### src/rtl/seg_frame_scanner_pkg.sv
// -----------------------------------------------------------------------------
// seg_frame_scanner_pkg
//
// Shared parameters for the multiplexed seven-segment scanner.
//
// Contents:
//   - digit count and index width of the 8-digit display
//   - frame handshake state encoding
//   - blank pattern and character segment constants
//   - small helpers: digit one-hot decode and hex-to-segment lookup
//
// Segment bit order in every pattern is {dp, g, f, e, d, c, b, a}.
// A set bit means the segment is lit.
// -----------------------------------------------------------------------------
package seg_frame_scanner_pkg;

    localparam int NUM_DIGITS = 8;
    localparam int IDX_W      = 3;

    typedef logic [7:0]                       seg_pattern_t;
    typedef seg_pattern_t [NUM_DIGITS-1:0]    seg_frame_t;
    typedef logic [IDX_W-1:0]                 digit_idx_t;

    // A frame is either already on the display (IDLE) or waiting in
    // staging for the next frame boundary (PENDING).
    typedef enum logic {
        FRAME_IDLE    = 1'b0,
        FRAME_PENDING = 1'b1
    } frame_state_t;

    // Blank pattern: all segments dark.
    localparam seg_pattern_t SEG_NULL   = 8'h00;

    // Character patterns.
    localparam seg_pattern_t SEG_CHAR_0 = 8'h3F;
    localparam seg_pattern_t SEG_CHAR_1 = 8'h06;
    localparam seg_pattern_t SEG_CHAR_2 = 8'h5B;
    localparam seg_pattern_t SEG_CHAR_3 = 8'h4F;
    localparam seg_pattern_t SEG_CHAR_4 = 8'h66;
    localparam seg_pattern_t SEG_CHAR_5 = 8'h6D;
    localparam seg_pattern_t SEG_CHAR_6 = 8'h7D;
    localparam seg_pattern_t SEG_CHAR_7 = 8'h07;
    localparam seg_pattern_t SEG_CHAR_8 = 8'h7F;
    localparam seg_pattern_t SEG_CHAR_9 = 8'h6F;
    localparam seg_pattern_t SEG_CHAR_A = 8'h77;
    localparam seg_pattern_t SEG_CHAR_B = 8'h7C;
    localparam seg_pattern_t SEG_CHAR_C = 8'h39;
    localparam seg_pattern_t SEG_CHAR_D = 8'h5E;
    localparam seg_pattern_t SEG_CHAR_E = 8'h79;
    localparam seg_pattern_t SEG_CHAR_F = 8'h71;
    localparam seg_pattern_t SEG_DASH   = 8'h40;
    localparam seg_pattern_t SEG_DP     = 8'h80;

    // Active-high one-hot enable for the given digit position.
    function automatic logic [NUM_DIGITS-1:0] digit_onehot(input digit_idx_t idx);
        return {{(NUM_DIGITS-1){1'b0}}, 1'b1} << idx;
    endfunction

    // Convenience lookup for callers that build frames from hex nibbles.
    function automatic seg_pattern_t hex_to_seg(input logic [3:0] value);
        seg_pattern_t pat;
        case (value)
            4'h0:    pat = SEG_CHAR_0;
            4'h1:    pat = SEG_CHAR_1;
            4'h2:    pat = SEG_CHAR_2;
            4'h3:    pat = SEG_CHAR_3;
            4'h4:    pat = SEG_CHAR_4;
            4'h5:    pat = SEG_CHAR_5;
            4'h6:    pat = SEG_CHAR_6;
            4'h7:    pat = SEG_CHAR_7;
            4'h8:    pat = SEG_CHAR_8;
            4'h9:    pat = SEG_CHAR_9;
            4'hA:    pat = SEG_CHAR_A;
            4'hB:    pat = SEG_CHAR_B;
            4'hC:    pat = SEG_CHAR_C;
            4'hD:    pat = SEG_CHAR_D;
            4'hE:    pat = SEG_CHAR_E;
            4'hF:    pat = SEG_CHAR_F;
            default: pat = SEG_DASH;
        endcase
        return pat;
    endfunction

endpackage

### src/rtl/seg_tick_divider.sv
// -----------------------------------------------------------------------------
// seg_tick_divider
//
// Prescaler producing one tick per digit slot. Counts 0..DIV_CNT-1 while
// enabled; tick is high during the cycle the count sits at DIV_CNT-1, and the
// count wraps to 0 on that edge. While disabled the count is held at 0, so a
// re-enable always starts a full slot.
//
// Parameters:
//   DIV_CNT - clk cycles per tick (>= 1)
//
// Ports:
//   clk  in  1  rising-edge clock
//   rst  in  1  asynchronous active-high reset
//   en   in  1  count enable
//   tick out 1  slot tick (combinational from the count register)
// -----------------------------------------------------------------------------
module seg_tick_divider #(
    parameter int DIV_CNT = 100000
) (
    input  logic clk,
    input  logic rst,
    input  logic en,
    output logic tick
);

    localparam int              CNT_W   = (DIV_CNT > 1) ? $clog2(DIV_CNT) : 1;
    localparam logic [CNT_W-1:0] CNT_MAX = CNT_W'(DIV_CNT - 1);

    logic [CNT_W-1:0] cnt_q;
    logic [CNT_W-1:0] cnt_d;

    // Next count and tick. Disabling forces the count back to zero rather
    // than freezing it mid-slot.
    always_comb begin
        cnt_d = cnt_q;
        tick  = 1'b0;
        if (!en) begin
            cnt_d = '0;
        end else if (cnt_q == CNT_MAX) begin
            cnt_d = '0;
            tick  = 1'b1;
        end else begin
            cnt_d = cnt_q + 1'b1;
        end
    end

    // Count register.
    always_ff @(posedge clk or posedge rst) begin
        if (rst) begin
            cnt_q <= '0;
        end else begin
            cnt_q <= cnt_d;
        end
    end

endmodule

### src/rtl/seg_frame_scanner.sv
// -----------------------------------------------------------------------------
// seg_frame_scanner
//
// Time-multiplexed driver for an 8-digit seven-segment display split into two
// 4-digit tube groups. A frame (eight segment patterns plus a blink mask) is
// accepted into staging on load and only moved onto the display at a frame
// boundary (digit 7 -> 0 wrap), so a frame is never shown half old, half new.
//
// Parameters:
//   DIV_CNT     - clk cycles per digit slot
//   BLINK_TICKS - digit-slot ticks per blink half-period
//
// Ports:
//   clk         in  1  rising-edge clock
//   rst         in  1  asynchronous active-high reset
//   en          in  1  scanning enable
//   load        in  1  accept data7..data0 and blink_mask into staging
//   data7..0    in  8  segment patterns, digit 7 leftmost
//   blink_mask  in  8  bit i makes digit i blink
//   load_ack    out 1  one-cycle pulse when a staged frame is committed
//   seg_en      out 8  one-hot digit enable, bit i for digit i
//   seg_outl    out 8  segments for the left group (digits 7..4)
//   seg_outr    out 8  segments for the right group (digits 3..0)
//
// All outputs are registered and follow the digit index by one cycle.
// -----------------------------------------------------------------------------
module seg_frame_scanner
    import seg_frame_scanner_pkg::*;
#(
    parameter int DIV_CNT     = 100000,
    parameter int BLINK_TICKS = 250
) (
    input  logic       clk,
    input  logic       rst,
    input  logic       en,
    input  logic       load,
    input  logic [7:0] data7,
    input  logic [7:0] data6,
    input  logic [7:0] data5,
    input  logic [7:0] data4,
    input  logic [7:0] data3,
    input  logic [7:0] data2,
    input  logic [7:0] data1,
    input  logic [7:0] data0,
    input  logic [7:0] blink_mask,
    output logic       load_ack,
    output logic [7:0] seg_en,
    output logic [7:0] seg_outl,
    output logic [7:0] seg_outr
);

    localparam int               BLK_W   = (BLINK_TICKS > 1) ? $clog2(BLINK_TICKS) : 1;
    localparam logic [BLK_W-1:0] BLK_MAX = BLK_W'(BLINK_TICKS - 1);

    logic             tick;
    logic             boundary_tick;
    logic             commit;

    digit_idx_t       idx_q,         idx_d;
    logic [BLK_W-1:0] blink_cnt_q,   blink_cnt_d;
    logic             blink_phase_q, blink_phase_d;

    frame_state_t     frame_state_q, frame_state_d;
    seg_frame_t       stage_q,       stage_d;
    logic [7:0]       stage_blink_q, stage_blink_d;
    seg_frame_t       shadow_q,      shadow_d;
    logic [7:0]       shadow_blink_q, shadow_blink_d;

    logic             load_ack_q,    load_ack_d;
    logic [7:0]       seg_en_q,      seg_en_d;
    seg_pattern_t     seg_outl_q,    seg_outl_d;
    seg_pattern_t     seg_outr_q,    seg_outr_d;
    seg_pattern_t     cur_pat;

    // Digit-slot tick source.
    seg_tick_divider #(
        .DIV_CNT (DIV_CNT)
    ) u_tick_divider (
        .clk  (clk),
        .rst  (rst),
        .en   (en),
        .tick (tick)
    );

    // The tick that carries the index from 7 back to 0 closes a frame.
    assign boundary_tick = tick && (idx_q == digit_idx_t'(NUM_DIGITS - 1));

    // Digit index and blink phase. Both are parked at zero while scanning is
    // disabled so that a re-enable starts cleanly at digit 0, lit phase.
    always_comb begin
        idx_d         = idx_q;
        blink_cnt_d   = blink_cnt_q;
        blink_phase_d = blink_phase_q;
        if (!en) begin
            idx_d         = '0;
            blink_cnt_d   = '0;
            blink_phase_d = 1'b0;
        end else if (tick) begin
            idx_d = idx_q + 1'b1;
            if (blink_cnt_q == BLK_MAX) begin
                blink_cnt_d   = '0;
                blink_phase_d = ~blink_phase_q;
            end else begin
                blink_cnt_d = blink_cnt_q + 1'b1;
            end
        end
    end

    // Frame handshake. A pending frame is committed at the frame boundary,
    // or straight away when scanning is off since nothing is being shown.
    // The load check comes after the commit so that a load landing on the
    // commit cycle commits the older staging and leaves the new frame
    // pending for the following boundary.
    always_comb begin
        frame_state_d  = frame_state_q;
        stage_d        = stage_q;
        stage_blink_d  = stage_blink_q;
        shadow_d       = shadow_q;
        shadow_blink_d = shadow_blink_q;
        load_ack_d     = 1'b0;
        commit         = (frame_state_q == FRAME_PENDING) && (boundary_tick || !en);

        if (commit) begin
            shadow_d       = stage_q;
            shadow_blink_d = stage_blink_q;
            load_ack_d     = 1'b1;
            frame_state_d  = FRAME_IDLE;
        end

        if (load) begin
            stage_d       = {data7, data6, data5, data4, data3, data2, data1, data0};
            stage_blink_d = blink_mask;
            frame_state_d = FRAME_PENDING;
        end
    end

    // Output decode for the current digit. Blinking blanks the segments only;
    // the digit enable keeps pulsing so the scan timing is unchanged.
    always_comb begin
        cur_pat    = shadow_q[idx_q];
        seg_en_d   = '0;
        seg_outl_d = SEG_NULL;
        seg_outr_d = SEG_NULL;
        if (blink_phase_q && shadow_blink_q[idx_q]) begin
            cur_pat = SEG_NULL;
        end
        if (en) begin
            seg_en_d = digit_onehot(idx_q);
            if (idx_q[IDX_W-1]) begin
                seg_outl_d = cur_pat;
            end else begin
                seg_outr_d = cur_pat;
            end
        end
    end

    // State and output registers. Reset discards any staged frame, so no
    // acknowledge is ever produced for a frame loaded before reset.
    always_ff @(posedge clk or posedge rst) begin
        if (rst) begin
            idx_q          <= '0;
            blink_cnt_q    <= '0;
            blink_phase_q  <= 1'b0;
            frame_state_q  <= FRAME_IDLE;
            stage_q        <= '0;
            stage_blink_q  <= '0;
            shadow_q       <= '0;
            shadow_blink_q <= '0;
            load_ack_q     <= 1'b0;
            seg_en_q       <= '0;
            seg_outl_q     <= SEG_NULL;
            seg_outr_q     <= SEG_NULL;
        end else begin
            idx_q          <= idx_d;
            blink_cnt_q    <= blink_cnt_d;
            blink_phase_q  <= blink_phase_d;
            frame_state_q  <= frame_state_d;
            stage_q        <= stage_d;
            stage_blink_q  <= stage_blink_d;
            shadow_q       <= shadow_d;
            shadow_blink_q <= shadow_blink_d;
            load_ack_q     <= load_ack_d;
            seg_en_q       <= seg_en_d;
            seg_outl_q     <= seg_outl_d;
            seg_outr_q     <= seg_outr_d;
        end
    end

    assign load_ack = load_ack_q;
    assign seg_en   = seg_en_q;
    assign seg_outl = seg_outl_q;
    assign seg_outr = seg_outr_q;

endmodule

### config.mk
export PLATFORM = sky130hd
export DESIGN_NAME = seg_frame_scanner
export DESIGN_NICKNAME = d
export VERILOG_FILES = /design/src/rtl/seg_frame_scanner_pkg.sv /design/src/rtl/seg_tick_divider.sv /design/src/rtl/seg_frame_scanner.sv
export SDC_FILE = /design/constraint.sdc
export NUM_CORES = 1
export LEC_CHECK = 0
export CORE_MARGIN = 10
export CORE_UTILIZATION = 40
export DETAILED_ROUTE_END_ITERATION = 7
export MAX_ROUTING_LAYER = met4
export SYNTH_ARGS = -nofsm -noshare
export SYNTH_HDL_FRONTEND = slang
export SYNTH_HIERARCHICAL = 1
export SYNTH_SLANG_ARGS = --single-unit
### constraint.sdc
create_clock -name clk -period 5.7 [get_ports clk]
set_input_delay 1.14 -clock clk [delete_from_list [all_inputs] [get_ports clk]]
set_output_delay 1.14 -clock clk [all_outputs]
set_load 0.02 [all_outputs]
# After elaboration in Yosys (flattened, before gate mapping)
# Cells that the tools add are included.
# word_totals
regBits,199
out_inout_bits,25
elab_cells,70
# classes
add_sub_neg,3
magnitude_cmp,1
n_eq_ne,5
shifts,1
mux,25
bitwise_logic,1
reduce_logical,7
# op_table
operator,count
$mux 8,10
$mux 17,2
$bmux 8 s3,1
$add 17x1->17 const B,1
$eq 17x17->1 const B,1
$mux 1,9
$add 8x1->8 const B,1
$eq 8x8->1 const B,1
$shl 1x3->8 const A,1
$mux 3,2
$lt 3x4->1 const B,1
$ne 2x1->1 const B,2
$add 3x1->3 const B,1
$bmux 1 s3,1
$eq 3x3->1 const B,1
$logic_and 1x1->1,3
$reduce_and 2->1,1
$reduce_bool 2->1,1
$logic_not 1->1,1
$logic_or 1x1->1,1
$not 1->1,1

# Longest topological paths before layout
# logic_depth
ltp_word,8
ltp_mapped,9
depth_no_buf,7

# Hierarchy
# Netlist, hierarchy kept.
# by_module_without_submodules
module,n_inst,cells_each,area_per_inst_um2,seq_area_each_um2
seg_frame_scanner,1,461,7319.5,4554.4
seg_tick_divider,1,87,885.8,425.4

# Worst setup path before layout
# No wires, ideal clock.
# synth_path
path_type,input port to flip-flop
start,in en
end,reg blink_phase_q
setup_ns,0.079
t_arrival_ns,2.444
path_slack_ns,3.178
path_stages,6
n_path_buf,1
path_cell_list,inv_1 nor4_1 buf_2 inv_1 or4_1 a21oi_1
# synth_between
elab_chain_cells,3
# synth_lines
element,line,source
from (decl),seg_frame_scanner.sv:35,"input logic en,"
$mux 1,seg_tick_divider.sv:38,if (!en) begin
named net tick,seg_frame_scanner.sv:55,logic tick;
$ne 2x1->1 (no line),n/a,
$reduce_and 2->1 (no line),n/a,
to (signal assigned),seg_frame_scanner.sv:176,blink_phase_q <= blink_phase_d;
to (decl),seg_frame_scanner.sv:61,"logic blink_phase_q, blink_phase_d;"
# The timed path passes the listed nets, and every way through them passes these cells.
# A chain may end at the register's enable or synchronous reset.

# Final worst setup path
# layout_path
start,in en
end,reg shadow_q[52] (netlist name)
# layout_between
elab_chain_cells,4
# layout_lines
element,line,source
$mux 1,seg_tick_divider.sv:38,
named net tick,seg_frame_scanner.sv:55,
$logic_and 1x1->1,seg_frame_scanner.sv:86,assign boundary_tick = tick && (idx_q == digit_idx_t'(NUM_DIGITS - 1));
$logic_or 1x1->1,seg_frame_scanner.sv:121,commit = (frame_state_q == FRAME_PENDING) && (boundary_tick || !en);
$logic_and 1x1->1,seg_frame_scanner.sv:121,
to (signal assigned),seg_frame_scanner.sv:180,shadow_q <= shadow_d;
to (decl),seg_frame_scanner.sv:66,"seg_frame_t shadow_q, shadow_d;"
# The timed path passes the listed nets, and every way through them passes these cells.

==> impl_results.md <==
- Count of buffers from port buffering: 100
- Post-synth top area share: 0.607
- First DRT Iteration DRCs: 215
- Synth top cells by count: dfrtp_1, mux2_2, nor2_1, nor2b_1, mux4_2
- Maxcap violations: 0
- Register area share after synthesis: 0.607
- Via count: 4675
- # DRC: 0
- Ports: 101
- Area of the mapped netlist: 8210 um2
- CTS Buf Count: 17
- DIE AREA: 26600 um2
- Post-synth ARST share: 1.00
- Leak: 4.17 nW
- Die height: 163 um
- Number of cells on the critical path: 7
- Max Freq: 275 MHz
- Synth area leaders: dfrtp_1, mux2_2, mux4_2
- Critical path's slowest cell: clkdlybuf4s50_1
- DRT Wirelength: 16.7 mm
- Synth unique cells: 49
- Core box area: 20200 um2
- Mapped Nets: 633
- Die Wd: 163 um
- Cell Area, Placed: 9480 um2
- CTS Root Cell: clkbuf_16
- Routed vias/inst: 5.02
- Post-CTS Setup Bufs: 0
- Placer Congestion: 0.791
- Gr ovfl total: 0
- Crit path DAT: 3.96 ns
- Fin Clk Skew: 0.0134 ns
- Total Power: 3.22 mW
- Main synth FF type: dfrtp_1
- Status: complete, no violations
- Layout Cell Area excl Fill: 10100 um2
- Count leader, synth: dfrtp_1
- YS warnings: 6
- Pre-Repair DR Iteration Count: 4
- Pwr dens: 319 nW/um2
- Max_slew headroom: 0.330
- Post-synth EDFFs: 0
- GRT Util Overall: 0.134
- Final cycle utilization of the critical path: 0.637
- Post-route ant nets: 0
- Required @ worst endpoint: 6.03 ns
- Worst-path cell chain: clkdlybuf4s50_1 > inv_1 > nor4_1 > buf_4 > a21boi_0 > nand2b_4 > mux2_2
- First-pass GRT wire length: 27.4 mm
- CP top delay family: buffers and inverters
- Yosys top cell by area: dfrtp_1
- CP bufs+invs: 3
- DP HPWL: 11.3 mm
- Largest net degree at the start of global routing: 74
- RSZ-0062 raised after global routing: false
- CTS max path bufs: 2
- CTS Hold Bufs: 0
- Clock sinks: 199
- Tmin final: 3.63 ns
- Path depth of the worst reg2reg path: 8
- Final setup violation count: 0
- Antenna cells: 0
- CTS tree: built
- Layout fillers: 1736
- Yosys reg bits: 199
- Layout cells sized above 1: 0.318
- Reg clk slew, reported paths: 0.07 ns
- Worst hold stages: 1
- CP Max Fanout: 73
- Crit. End Element: flip-flop
- WL per Instance: 17.9 um
- Cells after synthesis: 548
- Resized Gates After CTS: 0
- Layout area overhead: 22.7%
- Crit path kind: input pin to flip-flop
- Worst stage delay on the critical path: 0.77 ns
- Hold crit path type: flip-flop to flip-flop
- Setup TNS: 0 ns
- H-tree Lvls: 4
- Vias in the first global route: 5173
- Final Max Tran Viols: 0
- Critical path startpoint category: input pin
- Highest ir drop seen on vdd: 0.195 mV
- Pin slew with the least headroom to its limit: 1.00 ns
- Initial Util: 0.406
- Final Hold Violating Endpoints: 0
- Rows: 52
- Nets: 733
- Skew-Pair Late Insertion Delay: 0.44 ns
- Syn Area/Cell: 15.0 um2
- Initial antenna violation count: 0
-- cell usage in the layout (no fill, tap or decap), types with 3 or more instances in the layout --
master and count:
nand2_1 12, nand3_1 8, nor2b_1 19, o21ai_0 4, a21oi_1 9, and3_1 6, xor2_1 9, nand4_1 6
inv_1 11, xnor2_1 4, dfrtp_1 198, ha_1 9, and2_1 3, mux2_2 144, or3_1 3, and4_4 3
nor2_1 19, clkinvlp_4 3, clkdlybuf4s50_1 99, o31ai_1 6, mux4_2 16, inv_8 5, or4_1 5, inv_6 3
buf_4 7, clkbuf_16 17
-- routing by layer --
layer	global-route usage	wire, um	up-vias
met4	0.0516	204	0
met5	-	0	-
li1	-	-	2166
met1	0.161	7460	2424
met3	0.0287	492	13
met2	0.217	8510	72
-- registers in the layout, indices dropped and copies added (netlist names) --
register / cells
shadow_blink_q: 8
seg_outr: 8
blink_phase_q: 1
u_tick_divider/cnt_q: 17
frame_state_q: 1
stage_q: 64
stage_blink_q: 8
seg_outl: 8
shadow_q: 64
load_ack: 1
idx_q: 3
seg_en: 8
blink_cnt_q: 8
-- report_power, final --
| part | internal, mW | switching (mW) |
|---|---|---|
| sequential | 1.57 | 0.0840 |
| combinational | 0.231 | 0.125 |
| clock | 0.626 | 0.575 |
| total | 2.43 | 0.784 |
-- final cells by class --
type / count / area (um2) / share of cell area
Inverter: 12 / 48.8 / 0.00485
Sequential cell: 199 / 4980 / 0.495
Clock inverter: 13 / 153 / 0.0152
Multi-Input combinational cell: 312 / 3070 / 0.305
Clock buffer: 19 / 433 / 0.0430
Tap cell: 270 / 338 / 0.0336
Timing Repair Buffer: 106 / 1040 / 0.104
-- worst paths after layout --
kind | startpoint | slack (ns) | endpoint
max in group asynchronous | rst | 3.46 | stage_q[36]
setup / recovery | en | 2.07 | shadow_q[52]
hold / removal | u_tick_divider/cnt_q[0] | 0.50 | u_tick_divider/cnt_q[0]
hold reg to reg | u_tick_divider/cnt_q[0] | 0.50 | u_tick_divider/cnt_q[0]
setup reg to reg | u_tick_divider/cnt_q[0] | 2.69 | shadow_q[52]
min in group asynchronous | rst | 1.11 | seg_outr[1]
-- cells by family after synthesis --
family	Yosys count	share of synthesized area
AOI/OAI and AO/OA	31	0.0274
xor gates and xnor gates	13	0.0139
adders and majority gates	9	0.0137
buffers and inverters	37	0.0201
DFF	199	0.607
muxes	163	0.249
and+or+nand+nor	96	0.0688
-- metrics by stage --
step	hold slack [ns]	worst slack, ns	utilization	cells
2_1_floorplan	0.451	2.22	-	548
3_3_place_gp	0.470	1.75	0.468	899
3_5_place_dp	0.484	1.59	0.468	899
4_1_cts	0.494	2.05	0.497	931
5_1_grt	0.518	1.86	0.497	931
6_report	0.496	2.07	0.497	931
Power figures use the tool's default switching activity.
